--- config.mk ---
export PLATFORM = sky130hd
export DESIGN_NAME = pwm_duty_ctrl
export DESIGN_NICKNAME = d
export VERILOG_FILES = /design/src/rtl/pwm_duty_ctrl.sv
export SDC_FILE = /design/constraint.sdc
export NUM_CORES = 1
export LEC_CHECK = 0
export CORE_ASPECT_RATIO = 1.1
export CORE_UTILIZATION = 56
export CTS_CLUSTER_DIAMETER = 50
export CTS_CLUSTER_SIZE = 30
export DETAILED_ROUTE_END_ITERATION = 10
export PLACE_DENSITY = 0.77
export SLEW_MARGIN = 5
export SYNTH_ARGS = -nofsm -noshare
export SYNTH_HDL_FRONTEND = slang
export SYNTH_SLANG_ARGS = --single-unit
--- constraint.sdc ---
create_clock -name clk -period 2.9 [get_ports clk]
set_input_delay 0.58 -clock clk [delete_from_list [all_inputs] [get_ports clk]]
set_output_delay 0.58 -clock clk [all_outputs]
set_load 0.01 [all_outputs]
--- src/rtl/pwm_duty_ctrl.sv ---
// pwm_duty_ctrl: multi-channel PWM generator with button-driven duty control.
// Three raw buttons (up, dn, sel) are synchronized and debounced, turned into
// one-cycle press pulses, and used to step the duty of the selected channel.
// Each channel's duty is latched into a shadow register at the start of every
// PWM period so that mid-period edits never distort the running waveform.
// Optional feature macro: PWM_AUTOREPEAT_EN
//   When defined, holding up or dn emits an extra press every REPEAT cycles
//   after the initial press. When undefined, no repeat counters exist.

module pwm_duty_ctrl #(
   parameter int CH     = 2,
   parameter int RES    = 8,
   parameter int DIV    = 5000,
   parameter int DEB    = 250000,
   parameter int STEP   = 16,
   parameter int REPEAT = 5000000
) (
   input  logic           clk,
   input  logic           rst,
   input  logic           btn_up,
   input  logic           btn_dn,
   input  logic           btn_sel,
   output logic [CH-1:0]  pwm,
   output logic [3:0]     sel_ch,
   output logic [RES-1:0] duty_disp
);

   // Button index map used by every per-button array below.
   localparam int NB     = 3;
   localparam int B_UP   = 0;
   localparam int B_DN   = 1;
   localparam int B_SEL  = 2;

   localparam int DW     = (DEB > 1) ? $clog2(DEB + 1) : 1;
   localparam int PW     = (DIV > 1) ? $clog2(DIV) : 1;
   localparam int SW     = (CH > 1) ? $clog2(CH) : 1;

   // Duty arithmetic is done one bit wider so an up-step can never wrap.
   localparam logic [RES:0]   DMAX   = {1'b0, {RES{1'b1}}};
   localparam logic [RES:0]   STEPW  = (RES + 1)'(STEP);
   localparam logic [DW-1:0]  DEBEND = DW'(DEB - 1);
   localparam logic [PW-1:0]  PSCEND = PW'(DIV - 1);
   localparam logic [SW-1:0]  SELEND = SW'(CH - 1);

   logic [NB-1:0]  rawBtn;
   logic [NB-1:0]  syncA;
   logic [NB-1:0]  syncB;
   logic [NB-1:0]  btnLevel;
   logic [NB-1:0]  btnLevelQ;
   logic [NB-1:0]  press;
   logic [DW-1:0]  debCnt [NB];

   logic           upPress;
   logic           dnPress;
   logic           selPress;

   logic [SW-1:0]  selIdx;
   logic [RES-1:0] duty   [CH];
   logic [RES-1:0] shadow [CH];
   logic [RES:0]   upSum;
   logic [RES-1:0] upVal;
   logic [RES-1:0] dnVal;

   logic [PW-1:0]  presc;
   logic           tick;
   logic [RES-1:0] periodCnt;
   logic           periodWrap;

   assign rawBtn = {btn_sel, btn_dn, btn_up};

   // Two-flop synchronizer bringing the asynchronous buttons into the clk domain.
   always_ff @(posedge clk) begin
      if (rst) begin
         syncA <= '0;
         syncB <= '0;
      end else begin
         syncA <= rawBtn;
         syncB <= syncA;
      end
   end

   // Debounce: the level follows the synchronized input only after it has
   // disagreed for DEB consecutive cycles; any agreement restarts the count.
   always_ff @(posedge clk) begin
      if (rst) begin
         btnLevel <= '0;
         for (int b = 0; b < NB; b++) begin
            debCnt[b] <= '0;
         end
      end else begin
         for (int b = 0; b < NB; b++) begin
            if (syncB[b] != btnLevel[b]) begin
               if (debCnt[b] == DEBEND) begin
                  btnLevel[b] <= syncB[b];
                  debCnt[b]   <= '0;
               end else begin
                  debCnt[b] <= debCnt[b] + DW'(1);
               end
            end else begin
               debCnt[b] <= '0;
            end
         end
      end
   end

   // Delayed copy of the debounced levels for rising-edge detection.
   always_ff @(posedge clk) begin
      if (rst) begin
         btnLevelQ <= '0;
      end else begin
         btnLevelQ <= btnLevel;
      end
   end

   assign press = btnLevel & ~btnLevelQ;

`ifdef PWM_AUTOREPEAT_EN
   localparam int            RW     = (REPEAT > 1) ? $clog2(REPEAT) : 1;
   localparam logic [RW-1:0] RPTEND = RW'(REPEAT - 1);

   logic [RW-1:0] rptCnt [2];
   logic [1:0]    rptPulse;

   // Repeat timers for up and dn: restart on the initial press and whenever
   // the button is released, then fire every REPEAT cycles while it is held.
   always_ff @(posedge clk) begin
      if (rst) begin
         rptCnt[0] <= '0;
         rptCnt[1] <= '0;
      end else begin
         for (int b = 0; b < 2; b++) begin
            if (!btnLevel[b] || press[b]) begin
               rptCnt[b] <= '0;
            end else if (rptCnt[b] == RPTEND) begin
               rptCnt[b] <= '0;
            end else begin
               rptCnt[b] <= rptCnt[b] + RW'(1);
            end
         end
      end
   end

   // A repeat pulse only counts once the button has been held past its press.
   always_comb begin
      rptPulse = '0;
      for (int b = 0; b < 2; b++) begin
         rptPulse[b] = btnLevel[b] & btnLevelQ[b] & (rptCnt[b] == RPTEND);
      end
   end

   assign upPress = press[B_UP] | rptPulse[B_UP];
   assign dnPress = press[B_DN] | rptPulse[B_DN];
`else
   assign upPress = press[B_UP];
   assign dnPress = press[B_DN];
`endif

   assign selPress = press[B_SEL];

   // Saturating candidate values for the currently selected channel.
   always_comb begin
      upSum = {1'b0, duty[selIdx]} + STEPW;
      upVal = (upSum > DMAX) ? DMAX[RES-1:0] : upSum[RES-1:0];
      if ({1'b0, duty[selIdx]} < STEPW) begin
         dnVal = '0;
      end else begin
         dnVal = duty[selIdx] - STEPW[RES-1:0];
      end
   end

   // Duty registers: up and dn together cancel; a simultaneous sel press still
   // applies the change to the channel that was selected before this edge.
   always_ff @(posedge clk) begin
      if (rst) begin
         for (int i = 0; i < CH; i++) begin
            duty[i] <= '0;
         end
      end else if (upPress ^ dnPress) begin
         duty[selIdx] <= upPress ? upVal : dnVal;
      end
   end

   // Channel selector, wrapping from the last channel back to zero.
   always_ff @(posedge clk) begin
      if (rst) begin
         selIdx <= '0;
      end else if (selPress) begin
         selIdx <= (selIdx == SELEND) ? '0 : selIdx + SW'(1);
      end
   end

   assign sel_ch    = 4'(selIdx);
   assign duty_disp = duty[selIdx];

   assign tick       = (presc == PSCEND);
   assign periodWrap = tick && (periodCnt == {RES{1'b1}});

   // Prescaler producing one tick every DIV clk cycles.
   always_ff @(posedge clk) begin
      if (rst) begin
         presc <= '0;
      end else if (tick) begin
         presc <= '0;
      end else begin
         presc <= presc + PW'(1);
      end
   end

   // Free-running period counter advanced once per tick.
   always_ff @(posedge clk) begin
      if (rst) begin
         periodCnt <= '0;
      end else if (tick) begin
         periodCnt <= periodCnt + RES'(1);
      end
   end

   // Shadow duties are refreshed only as the period counter wraps to zero.
   always_ff @(posedge clk) begin
      if (rst) begin
         for (int i = 0; i < CH; i++) begin
            shadow[i] <= '0;
         end
      end else if (periodWrap) begin
         for (int i = 0; i < CH; i++) begin
            shadow[i] <= duty[i];
         end
      end
   end

   // Registered compare gives glitch-free outputs one clk behind the counter.
   always_ff @(posedge clk) begin
      if (rst) begin
         pwm <= '0;
      end else begin
         for (int i = 0; i < CH; i++) begin
            pwm[i] <= (periodCnt < shadow[i]);
         end
      end
   end

endmodule

==> flow_summary.toml, run 1 <==
[status]
outcome = "finished, final reports clean"

[yosys]
synth_edf_count = 86
synth_area_per_cell_um2 = 10.5
netlist_instances = 591
synth-async-reset-ratio = 0
synth_area_mm2 = 0.00621
ys_dominant_reg_cell = "edfxtp_1"
ys_ff_latch = 123
synth_cell_types = 52
synth_warnings = 0
yosysSeqAreaShare = 0.535

[worst_hold_path]
whs_endpoint = "syncB[0]$_SDFF_PP0_"
hold_depth = 1
hold_path_class = "reg2reg"
hp-start = "syncA[0]$_SDFF_PP0_"

[sta]
skew_ps = 11.8
setup_viol = 0
hold_viol_final = 0
finalMaxSlewViolations = 0
rsz0062_at_grt = "false"
period_needed_ps = 2630
maxSlewHeadroom = 0.618
tns_ps = 0
finalCritPeriodShare = 0.905
fmax_mhz = 381
worstMarginPinSlew_ps = 573

[global_route]
overflow = 0
grt_antenna_before_repair = 0
grt_usage = 0.211
grt_max_degree = 18
grtUsageMet2 = 0.366
busiest_layer = "met2"
use_met3 = 0.0592
grt_pass1_wl_um = 18800
grt_pass1_vias = 4337
met1_usage = 0.245

[setup_path]
slowest_stage = "clkdlybuf4s50_1"
worstPathCellList = "buf_4 > mux2i_1 > clkinv_2 > clkdlybuf4s50_1"
cp.required_ps = 2320
critical_path.top_delay_family = "buffers and inverters"
crit_buf_inv = 3
crit_type = "reg2out"
r2r-end = "duty[1][2]$_SDFFCE_PN0P_"
crit_path_max_incr_delay_ps = 490
reg2reg_setup_slack_ps = 370
critPathCaptureType = "output port"
cp.arrival_ps = 2050
r2r_cells = 8
crit_fanout = 8
startpoint_type = "register"

[floorplan]
start_util = 0.586
die_w_um = 102
core_area_mm2 = 0.0106
dieArea_mm2 = 0.0115
ioPinCount = 19
die_y_um = 112
num_rows = 39

[final_layout]
area_growth_pct = 17.7
diodes = 0
final_area_mm2 = 0.00731
instances_no_fill = 825
drive_gt1_frac = 0.0762
final_cell_mix = "103 x nor2_1, 86 x edfxtp_1, 57 x conb_1, 37 x dfxtp_1, 36 x xnor2_1"
mostFrequentLayoutCell = "nor2_1"
nets = 696

[route]
postRouteAntennaNets = 0
wl_per_cell_um = 13.0
dr.pass1.iters = 5
viasPerCell = 5.13
first_iter_violations = 136
drc_errors = 0
vias = 4235
wl_um = 10700

[clock_tree]
clkTransAtPathRegs_ps = 50
htree_num_levels = 4
ctsHoldBuffers = 0
clk_path_buf_depth = 2
numCtsBuffers = 17
cts_resized = 0
cts_sinks = 123
cts_tree = "built"
post-cts-setup-buffer-count = 0
clock_latency_ps = 410
cts_root_buffer = "clkbuf_16"

[power]
power_leakage_nw = 2.79
p_per_area_mw_per_mm2 = 597
vdd_drop_max_mv = 0.457

[placement]
dpl.hpwl_um = 7700
placed_cell_area_mm2 = 0.00669
io_buffers = 15
dpl.cell_count = 793
gp_congestion = 0.836

[run]
cap_violations = 0
report_power, final:
part           total, mW  internal [mW]  switching, mW
logic              0.161         0.0660         0.0948
clock network       2.21           1.50          0.712
registers           1.99           1.94         0.0482
synth_stat cells (6+ instances only):
library cell	n	area, um2
a21oi_1	16	80.1
a31oi_1	6	37.5
and2_1	17	106
and3_1	6	37.5
buf_4	7	52.6
dfxtp_1	37	741
edfxtp_1	86	2580
ha_1	22	275
inv_1	34	128
mux2i_1	11	110
nand2_1	33	124
nand2b_1	6	37.5
nand3_1	32	160
nand4_1	12	75.1
nor2_1	103	387
nor2b_1	12	75.1
nor3_1	10	50.1
nor4_1	8	50.1
xnor2_1	36	315
xor2_1	32	280
cells by family (layout without fill, tap and decap cells):
| kind of cell | after synthesis | in the layout | synth area share |
|---|---|---|---|
| compound gates | 43 | 43 | 0.0466 |
| xor+xnor | 68 | 68 | 0.0959 |
| fa+ha+maj | 22 | 22 | 0.0443 |
| buf+inv | 54 | 90 | 0.0405 |
| flops | 123 | 123 | 0.535 |
| mux | 15 | 15 | 0.0254 |
| other cells | 2 | 57 | 0.00121 |
| simple gates | 264 | 264 | 0.211 |
state kept, by name, indices dropped and copies added, names as in the netlist, named ones only:
signal / count
btnLevelQ: 3
syncA: 3
presc: 13
periodCnt: 8
selIdx: 1
pwm: 2
shadow: 16
duty: 16
btnLevel: 3
debCnt: 54
syncB: 3
cell type report:
cell class | instances | area (um2)
inverter | 36 | 136
clock inverter | 8 | 140
multi-input combinational | 469 | 2850
clock buffer | 24 | 482
tap | 143 | 179
fill | 794 | 3280
sequential | 123 | 3320
timing repair buffer | 22 | 203
metrics by stage:
| stage | setup slack, ps | util | hold slack, ps | total power [mW] |
|---|---|---|---|---|
| 3_3_place_gp | 530 | 0.631 | 421 | 2.17 |
| 6_report | 274 | 0.690 | 442 | 4.36 |
| 4_1_cts | 251 | 0.690 | 445 | 4.38 |
| 5_1_grt | 166 | 0.690 | 456 | 4.49 |
| 2_1_floorplan | 110 | - | 414 | 2.13 |
| 3_5_place_dp | 426 | 0.631 | 423 | 2.18 |
worst max-delay path by stage:
stage	from	endpoint	slack, ps	cells past startpoint
2_1_floorplan	presc[0]$_SDFF_PP0_	shadow[0][0]$_SDFFCE_PN0P_	110	5
3_3_place_gp	register	duty[0][0]$_SDFFCE_PN0P_	530	8
3_5_place_dp	register	duty[1][2]$_SDFFCE_PN0P_	430	8
4_1_cts	register	duty_disp[0]	250	4
5_1_grt	register	duty_disp[0]	170	4
6_report	register	duty_disp[0]	270	4
metal layers:
| metal | share of wire | up-vias |
|---|---|---|
| met4 | 0.016 | 0 |
| met1 | 0.42 | 1989 |
| met3 | 0.043 | 15 |
| li1 | - | 2137 |
| met5 | 0 | - |
| met2 | 0.52 | 94 |
Note: power is estimated with default switching activity, not from simulation.
==> inputs of run 2 (changes only) <==
--- a/config.mk
+++ b/config.mk
@@ -5,6 +5,7 @@
 export SDC_FILE = /design/constraint.sdc
 export NUM_CORES = 1
 export LEC_CHECK = 0
+export CAP_MARGIN = 20
 export CORE_ASPECT_RATIO = 1.1
 export CORE_UTILIZATION = 56
 export CTS_CLUSTER_DIAMETER = 50
==> results of run 2 <==
Final layout, timing and power as in run 1 (identical DEF).
==> inputs of run 3 (changes only) <==
--- a/config.mk
+++ b/config.mk
@@ -11,6 +11,7 @@
 export CTS_CLUSTER_DIAMETER = 50
 export CTS_CLUSTER_SIZE = 30
 export DETAILED_ROUTE_END_ITERATION = 10
+export GPL_ROUTABILITY_DRIVEN = 0
 export PLACE_DENSITY = 0.77
 export SLEW_MARGIN = 5
 export SYNTH_ARGS = -nofsm -noshare
==> results of run 3 <==
Final layout, timing and power as in run 1 (identical DEF).
